==> src/rtl/rsa_modexp_core.sv <==
// Modular exponentiation C = M^E mod P: bit-serial Montgomery multiply driven by a left-to-right square-and-multiply FSM.
// Optional operand checking is enabled by defining RSA_PARAM_CHECK_EN.
module rsa_modexp_core #(
    parameter int WIDTH = 8
) (
    input  logic             clk,
    input  logic             rst,
    input  logic             en,
    input  logic [WIDTH-1:0] P,
    input  logic [WIDTH-1:0] E,
    input  logic [WIDTH-1:0] M,
    input  logic [WIDTH-1:0] Const,
    output logic             eoc,
    output logic [WIDTH-1:0] C,
    output logic             err
);
    localparam int TW = WIDTH + 2;
    localparam int CW = $clog2(WIDTH + 1);
    localparam int KW = (WIDTH > 1) ? $clog2(WIDTH) : 1;

    localparam logic [2:0] S_IDLE   = 3'd0;
    localparam logic [2:0] S_PRE_M  = 3'd1;
    localparam logic [2:0] S_PRE_X  = 3'd2;
    localparam logic [2:0] S_SQUARE = 3'd3;
    localparam logic [2:0] S_MULT   = 3'd4;
    localparam logic [2:0] S_POST   = 3'd5;
    localparam logic [2:0] S_DONE   = 3'd6;

    logic [2:0]       r_state;
    logic [WIDTH-1:0] r_p, r_e, r_m, r_const, r_mbar, r_x, r_c;
    logic [TW-1:0]    r_t;
    logic [CW-1:0]    r_cnt;
    logic [KW-1:0]    r_k;
    logic             r_eoc;

    logic [WIDTH-1:0] w_mm_a, w_mm_b, w_a_sh, w_mm_res;
    logic [TW-1:0]    w_t1, w_t2, w_t_next, w_t_red;
    logic             w_abit, w_mm_last;
    logic [2:0]       w_after;

    // Operand routing for the multiplier, selected by phase
    always_comb begin
        w_mm_a = '0;
        w_mm_b = '0;
        case (r_state)
            S_PRE_M:  begin w_mm_a = r_m;                 w_mm_b = r_const; end
            S_PRE_X:  begin w_mm_a = WIDTH'(1);           w_mm_b = r_const; end
            S_SQUARE: begin w_mm_a = r_x;                 w_mm_b = r_x;     end
            S_MULT:   begin w_mm_a = r_x;                 w_mm_b = r_mbar;  end
            S_POST:   begin w_mm_a = r_x;                 w_mm_b = WIDTH'(1); end
            default:  begin w_mm_a = '0;                  w_mm_b = '0;      end
        endcase
    end

    assign w_a_sh    = w_mm_a >> r_cnt;
    assign w_abit    = w_a_sh[0];
    assign w_t1      = r_t + (w_abit ? {2'b00, w_mm_b} : '0);
    assign w_t2      = w_t1[0] ? (w_t1 + {2'b00, r_p}) : w_t1;
    assign w_t_next  = w_t2 >> 1;
    assign w_t_red   = (r_t >= {2'b00, r_p}) ? (r_t - {2'b00, r_p}) : r_t;
    assign w_mm_res  = w_t_red[WIDTH-1:0];
    assign w_mm_last = (r_cnt == CW'(WIDTH));
    assign w_after   = (r_k == '0) ? S_POST : S_SQUARE;

`ifdef RSA_PARAM_CHECK_EN
    logic r_err;
    logic w_bad;
    assign w_bad = !r_p[0] || (r_p < WIDTH'(3)) || (r_const >= r_p);
    assign err   = r_err;
`else
    assign err = 1'b0;
`endif

    always_ff @(posedge clk) begin
        if (rst) begin
            r_state <= S_IDLE;
            r_p     <= '0;
            r_e     <= '0;
            r_m     <= '0;
            r_const <= '0;
            r_mbar  <= '0;
            r_x     <= '0;
            r_c     <= '0;
            r_t     <= '0;
            r_cnt   <= '0;
            r_k     <= '0;
            r_eoc   <= 1'b0;
`ifdef RSA_PARAM_CHECK_EN
            r_err   <= 1'b0;
`endif
        end else begin
            case (r_state)
                S_IDLE: begin
                    if (en) begin
                        r_p     <= P;
                        r_e     <= E;
                        r_m     <= M;
                        r_const <= Const;
                        r_t     <= '0;
                        r_cnt   <= '0;
                        r_state <= S_PRE_M;
                    end
                end
                S_DONE: begin
                    // eoc rises one edge after entering DONE and drops on the edge that leaves it
                    if (!en) begin
                        r_state <= S_IDLE;
                        r_eoc   <= 1'b0;
`ifdef RSA_PARAM_CHECK_EN
                        r_err   <= 1'b0;
`endif
                    end else begin
                        r_eoc <= 1'b1;
                    end
                end
                default: begin
                    if (!en) begin
                        r_state <= S_IDLE;
                        r_t     <= '0;
                        r_cnt   <= '0;
                    end else
`ifdef RSA_PARAM_CHECK_EN
                    if (r_state == S_PRE_M && r_cnt == '0 && w_bad) begin
                        r_state <= S_DONE;
                        r_c     <= '0;
                        r_eoc   <= 1'b1;
                        r_err   <= 1'b1;
                    end else
`endif
                    if (!w_mm_last) begin
                        r_t   <= w_t_next;
                        r_cnt <= r_cnt + 1'b1;
                    end else begin
                        r_t   <= '0;
                        r_cnt <= '0;
                        case (r_state)
                            S_PRE_M: begin
                                r_mbar  <= w_mm_res;
                                r_state <= S_PRE_X;
                            end
                            S_PRE_X: begin
                                r_x     <= w_mm_res;
                                r_k     <= KW'(WIDTH - 1);
                                r_state <= S_SQUARE;
                            end
                            S_SQUARE: begin
                                r_x <= w_mm_res;
                                if (r_e[r_k]) begin
                                    r_state <= S_MULT;
                                end else begin
                                    r_state <= w_after;
                                    if (r_k != '0) r_k <= r_k - 1'b1;
                                end
                            end
                            S_MULT: begin
                                r_x     <= w_mm_res;
                                r_state <= w_after;
                                if (r_k != '0) r_k <= r_k - 1'b1;
                            end
                            S_POST: begin
                                r_c     <= w_mm_res;
                                r_state <= S_DONE;
                            end
                            default: r_state <= S_IDLE;
                        endcase
                    end
                end
            endcase
        end
    end

    assign eoc = r_eoc;
    assign C   = r_c;

endmodule

==> config.mk <==
export PLATFORM = sky130hd
export DESIGN_NAME = rsa_modexp_core
export DESIGN_NICKNAME = d
export VERILOG_FILES = /design/src/rtl/rsa_modexp_core.sv
export SDC_FILE = /design/constraint.sdc
export NUM_CORES = 1
export LEC_CHECK = 0
export BUFFER_PORTS_ARGS = -buffer_cell sky130_fd_sc_hd__buf_2
export CORE_MARGIN = 2
export CORE_UTILIZATION = 55
export CTS_CLUSTER_DIAMETER = 120
export DETAILED_ROUTE_END_ITERATION = 6
export GPL_TIMING_DRIVEN = 0
export PLACE_DENSITY = 0.75
export SYNTH_ARGS = -nofsm -noshare
export SYNTH_HDL_FRONTEND = slang
export SYNTH_SLANG_ARGS = --single-unit
export TNS_END_PERCENT = 50
==> constraint.sdc <==
create_clock -name clk -period 5.6 [get_ports clk]
set_input_delay 0.28 -clock clk [delete_from_list [all_inputs] [get_ports clk]]
set_output_delay 0.28 -clock clk [all_outputs]
set_load 0.02 [all_outputs]
Word level (Yosys, flattened, before mapping) --
Index checks and enable logic that the tools add are counted.
Word-level totals: register bits after elaboration 77, input port bits 35, output and inout bits 10, word-level logic and storage cells 75
Cells by class: add/subtract/negate cells 5, magnitude comparators 2, equality and inequality tests 11, shift-type cells 1, muxes and demuxes 27, bitwise logic cells 2, reductions and logical operators 15
Operators by type and width (count):
- $pmux W8 S4 | 1
- $mux W3 | 8
- $pmux W8 S3 | 1
- $add A10 B8 Y10 | 2
- $mux W10 | 2
- $pmux W10 S2 | 1
- $mux W9 | 2
- $mux W8 | 2
- $pmux W3 S5 | 1
- $mux W4 | 3
- $reduce_and A4 Y1 | 3
- $ge A10 B8 Y1 | 1
- $eq A3 B3 Y1 const B | 3
- $pmux W3 S3 | 1
- $pmux W4 S2 | 1
- $shr A8 B4 Y1 | 1
- $sub A8 B8 Y8 | 1
- $eq A3 B2 Y1 const B | 2
- $logic_not A3 Y1 | 2
- $ne A2 B2 Y1 const B | 3
- $pmux W3 S2 | 1
- $reduce_bool A3 Y1 | 2
- $reduce_or A3 Y1 | 2
- $reduce_and A5 Y1 | 1
- other kinds (12) | 16

Logic depth before layout (Yosys ltp) --
depth in word-level cells 11, mapped depth 21, mapped depth without buffers 19

Least setup slack after synthesis --
OpenSTA, ideal clock, no wires.
path kind reg2reg, from reg r_state[2], to reg r_t[8], library setup time 79 ps, data arrival time 3995 ps, required time 5521 ps, slack 1526 ps, stages on the path, launching flop included 22, buffers on the path 2, period minus slack after synthesis 4074 ps, path through dfxtp_1 buf_4 buf_2 nand3b_1 nand2_1 a221oi_1 a21oi_1 o221ai_2 nor2_1 ha_1 fa_1 a21o_1 nand4_1 nand3b_1 xor2_1 ha_1 and2_1 a221o_1 o21a_1 o221ai_1 nand3b_1 o211ai_1
On the way: cells in the longest elaborated chain, start to end 11, elaborated cells on any way between the ends 22, those cells by class 2 x add/sub; 7 x eq/ne; 1 x shift; 7 x mux; 1 x bitwise; 4 x reduce/logical
Ends and longest elaborated chain:
- start, declared | RTL line 29 | logic [2:0] r_state;
- start signal, assigned | RTL line 151 | r_state <= w_after;
- start signal, assigned | RTL line 157 | r_state <= w_after;
- $eq A3 B3 Y1 / $eq A3 B2 Y1 (equally long branches) | RTL line 45 | case (r_state)
- $reduce_or A3 Y1 (no source line)
- $pmux W8 S3 | RTL line 45
- $shr A8 B4 Y1 | RTL line 55 | assign w_a_sh = w_mm_a >> r_cnt;
- $mux W8 | RTL line 57 | assign w_t1 = r_t + (w_abit ? {2'b00, w_mm_b} : '0);
- $add A10 B8 Y10 | RTL line 57
- $add A10 B8 Y10 | RTL line 58 | assign w_t2 = w_t1[0] ? (w_t1 + {2'b00, r_p}) : w_t1;
- $mux W10 | RTL line 58
- $mux W9 | RTL line 130 | if (!w_mm_last) begin
- $mux W9 | RTL line 117 | if (!en) begin
- $pmux W10 S2 | RTL line 92 | case (r_state)
- end signal, assigned | RTL line 131 | r_t <= w_t_next;
- end, declared | RTL line 31 | logic [TW-1:0] r_t;
Several ways; a longest one is shown, not always the timed one. A chain may end at the register's enable or synchronous reset.

Worst setup path after layout --
from reg r_state[2], to reg r_t[6]
The elaborated chain is that of the path after synthesis.

==> out/results.ini <==
[timing]
clock_skew_ns = 0.01227
rsz0062_at_grt = false
setup_viol = 0
slew_viol_final = 0
post-route-period-util = 0.8642
slew_headroom = 0.3595
max_freq_mhz = 206.6
period_needed_ns = 4.839
fin_setup_tns_ns = 0
worst_pin_slew_ns = 0.9507
hold_viol_final = 0

[synth]
syn-instance-count = 623
synth_fa_ha_area_frac = 0.08352
yosys_warnings = 0
yosys.area_share.xor_xnor = 0.02496
synth-simple-area-share = 0.2348
synth_top_family_by_area = compound AO/OA/AOI/OAI gates
syn_avg_cell_area_sq_um = 7.887
netlist_area_sq_mm = 0.004913
synth_compound_area_frac = 0.2475
synth_seq_cells = 76
syn_nets = 689
synth_mux_area_frac = 0.04813
synth-seq-area-share = 0.3097
dominantRegCellSynth = dfxtp_1
async_reset_ff_frac = 0
synthTopCellsByArea = dfxtp_1 (31%), a21oi_1 (8.1%), nand2_1 (7.6%)
yosysUniqueCellTypes = 73
synth_top_cell_area_share = 0.3097
synth-edff-count = 0
yosysTopAreaCell = dfxtp_1

[global_route]
antenna_found_initial = 0
grt_pass1_wl_mm = 22.45
gr-usage-all-layers = 0.2859
grt-ovfl-total = 0
first_global_vias = 4539
grt_max_degree = 16

[routing]
drc_errors = 0
antenna_left = 0
first_iter_violations = 325
wl_mm = 13.74
vias_per_cell = 6.109
drtPass1Iterations = 5
wl_per_cell_microns = 17.41
vias = 4820

[run]
drv_cap = 0

[floorplanning]
die-width_microns = 98.52
dieArea_sq_mm = 0.009705
die_y_microns = 98.52
start_util = 0.5662
core_area_sq_mm = 0.008678
row_count = 34
io_pins = 45

[cts]
post_cts_hold_buffer_count = 0
clock_path_buffers = 2
clkSinkCount = 76
htree_levels = 3
cts-root-buf = clkbuf_8
postCtsSetupBuffers = 0
path_clk_slew_ns = 0.10
cts_made_buffers = 9
cts_tree = done
ctsResizeCount = 0
clk_latency_ns = 0.36

[worst_hold_path]
hp-start = E[1]
min_path_type = in -> reg

[setup_path]
crit_path_start_kind = flip-flop
path_max_fanout = 10
end_kind = flip-flop
worst-endpoint-required_ns = 5.88
crit_arrival_ns = 5.12
crit_start = r_state[2]$_SDFFE_PP0P_
crit_type = reg -> reg
r2r_start = r_state[2]$_SDFFE_PP0P_

[placed_design]
gp_congestion = 0.9579
numPortBuffers = 42
placed_cell_area_sq_mm = 0.005259
place.detailed.hpwl_mm = 10.69

[pwr]
leakagePower_nw = 2.208
ir_drop_v = 0.0001601
powerDensity_mw_per_mm2 = 231.2
finalPower_w = 0.001269

[layout]
diodes = 0
fin_nets = 742
fin_util = 0.6324
nFillCells = 797
syn2layout_area_growth_pct = 11.69
final_area_sq_mm = 0.005488
drive_above_1_share = 0.1468

[outcome]
status = complete, no violations

layout make-up:
cell class / count / area (sq um) / share of cell area
Multi-Input combinational cell: 492 / 3143 / 0.5727
Sequential cell: 76 / 1521 / 0.2772
Timing Repair Buffer: 42 / 210.2 / 0.03830
Buffer: 34 / 170.2 / 0.03101
Tap cell: 108 / 135.1 / 0.02462
Clock buffer: 9 / 123.9 / 0.02257
Clock inverter: 7 / 105.1 / 0.01915
Inverter: 21 / 78.83 / 0.01436
Yosys cell counts (all sizes together) (2+ instances only):
cell / number
nor3: 17
o211ai: 6
nor2b: 7
nand2: 99
o21ai: 21
a21o: 7
xor2: 5
and2: 5
nand2b: 5
nand3: 8
o31a: 4
nor2: 63
or4: 2
nand4: 4
a22o: 2
dfxtp: 76
o22ai: 2
o21bai: 2
o2111ai: 4
nor3b: 2
a211oi: 15
and4bb: 2
mux2i: 6
or3: 4
and3: 5
nand3b: 12
xnor2: 9
a221o: 2
o21a: 7
inv: 21
a21oi: 81
a311oi: 2
mux2: 11
a31oi: 4
o221ai: 2
mux4: 2
clkbuf: 20
and3b: 3
ha: 28
o31ai: 7
a22oi: 7
fa: 3
buf: 14
report_power, final:
group	switching [W]	internal (W)
clock	0.000236	0.000259
sequential	0.0000148	0.000557
combinational	0.000122	0.0000795
stage by stage:
step / worst slack [ns] / cells / hold WS (ns)
final: 0.7605 / 789 / 0.1513
after global routing: 0.4977 / 789 / 0.1546
after CTS: 0.8602 / 789 / 0.1544
after detailed placement: 0.8937 / 773 / 0.4540
after global placement: 0.9680 / 773 / 0.4404
after floorplan: 1.526 / 623 / 0.4160
cells in the final DEF, fill, tap and decap left out, types with 8 or more instances in the layout:
master / netlist / routed
a211oi_1: 15 / 15
a21oi_1: 80 / 80
buf_2: 7 / 49
clkbuf_1: 20 / 20
clkbuf_8: 0 / 9
dfxtp_1: 76 / 76
ha_1: 28 / 28
inv_1: 21 / 21
mux2_2: 9 / 9
nand2_1: 99 / 99
nand3_1: 8 / 8
nand3b_1: 12 / 12
nor2_1: 59 / 59
nor3_1: 15 / 15
o21ai_0: 18 / 18
xnor2_1: 9 / 9
worst paths after layout:
check	endpoint	slack (ns)	depth (start not counted)
worst max-delay path	r_t[6]$_SDFFE_PP0P_	0.76	21
worst min-delay path	r_e[1]$_SDFFE_PP0P_	0.15	3
worst max register to register	r_t[6]$_SDFFE_PP0P_	0.76	21
worst min register to register	C[7]$_SDFFE_PP0P_	0.46	2
metal layers:
metal / wire [microns] / up-vias / global-route usage
li1: - / 2332 / -
met4: 253 / 0 / 0.06744
met3: 1145 / 24 / 0.04255
met2: 6079 / 209 / 0.4437
met5: 0 / - / 0
met1: 6257 / 2255 / 0.4211
worst max-delay path, cell delays in order (launching register included):
cell and delay (ns):
dfxtp_1 0.32, buf_4 0.16, buf_2 0.24, nand3b_1 0.18
nand2_1 0.09, a221oi_1 0.29, a21oi_1 0.10, o221ai_2 0.50
nor2_1 0.13, ha_1 0.25, fa_1 0.41, a21o_1 0.21
nand4_1 0.10, nand3b_1 0.10, xor2_1 0.24, ha_1 0.33
and2_1 0.16, a221o_1 0.34, o21a_1 0.23, nor2_1 0.12
a32oi_1 0.10, a21oi_1 0.16
state kept, by name (all words and copies together), names as in the netlist:
register  flops
r_m           8
r_k           3
r_p           8
eoc           1
C             8
r_const       8
r_mbar        8
r_state       3
r_e           8
r_cnt         4
r_x           8
r_t           9
logic make-up (layout without fill, tap and decap cells):
group | after synthesis | in the layout
flip-flops | 76 | 76
XOR/XNOR | 14 | 14
other | 1 | 1
AND/OR/NAND/NOR | 241 | 241
multiplexers | 19 | 19
AO/OA/AOI/OAI | 186 | 186
buffers and inverters | 55 | 113
adder cells (fa/ha/maj) | 31 | 31
(Power assumes the default switching activity.)
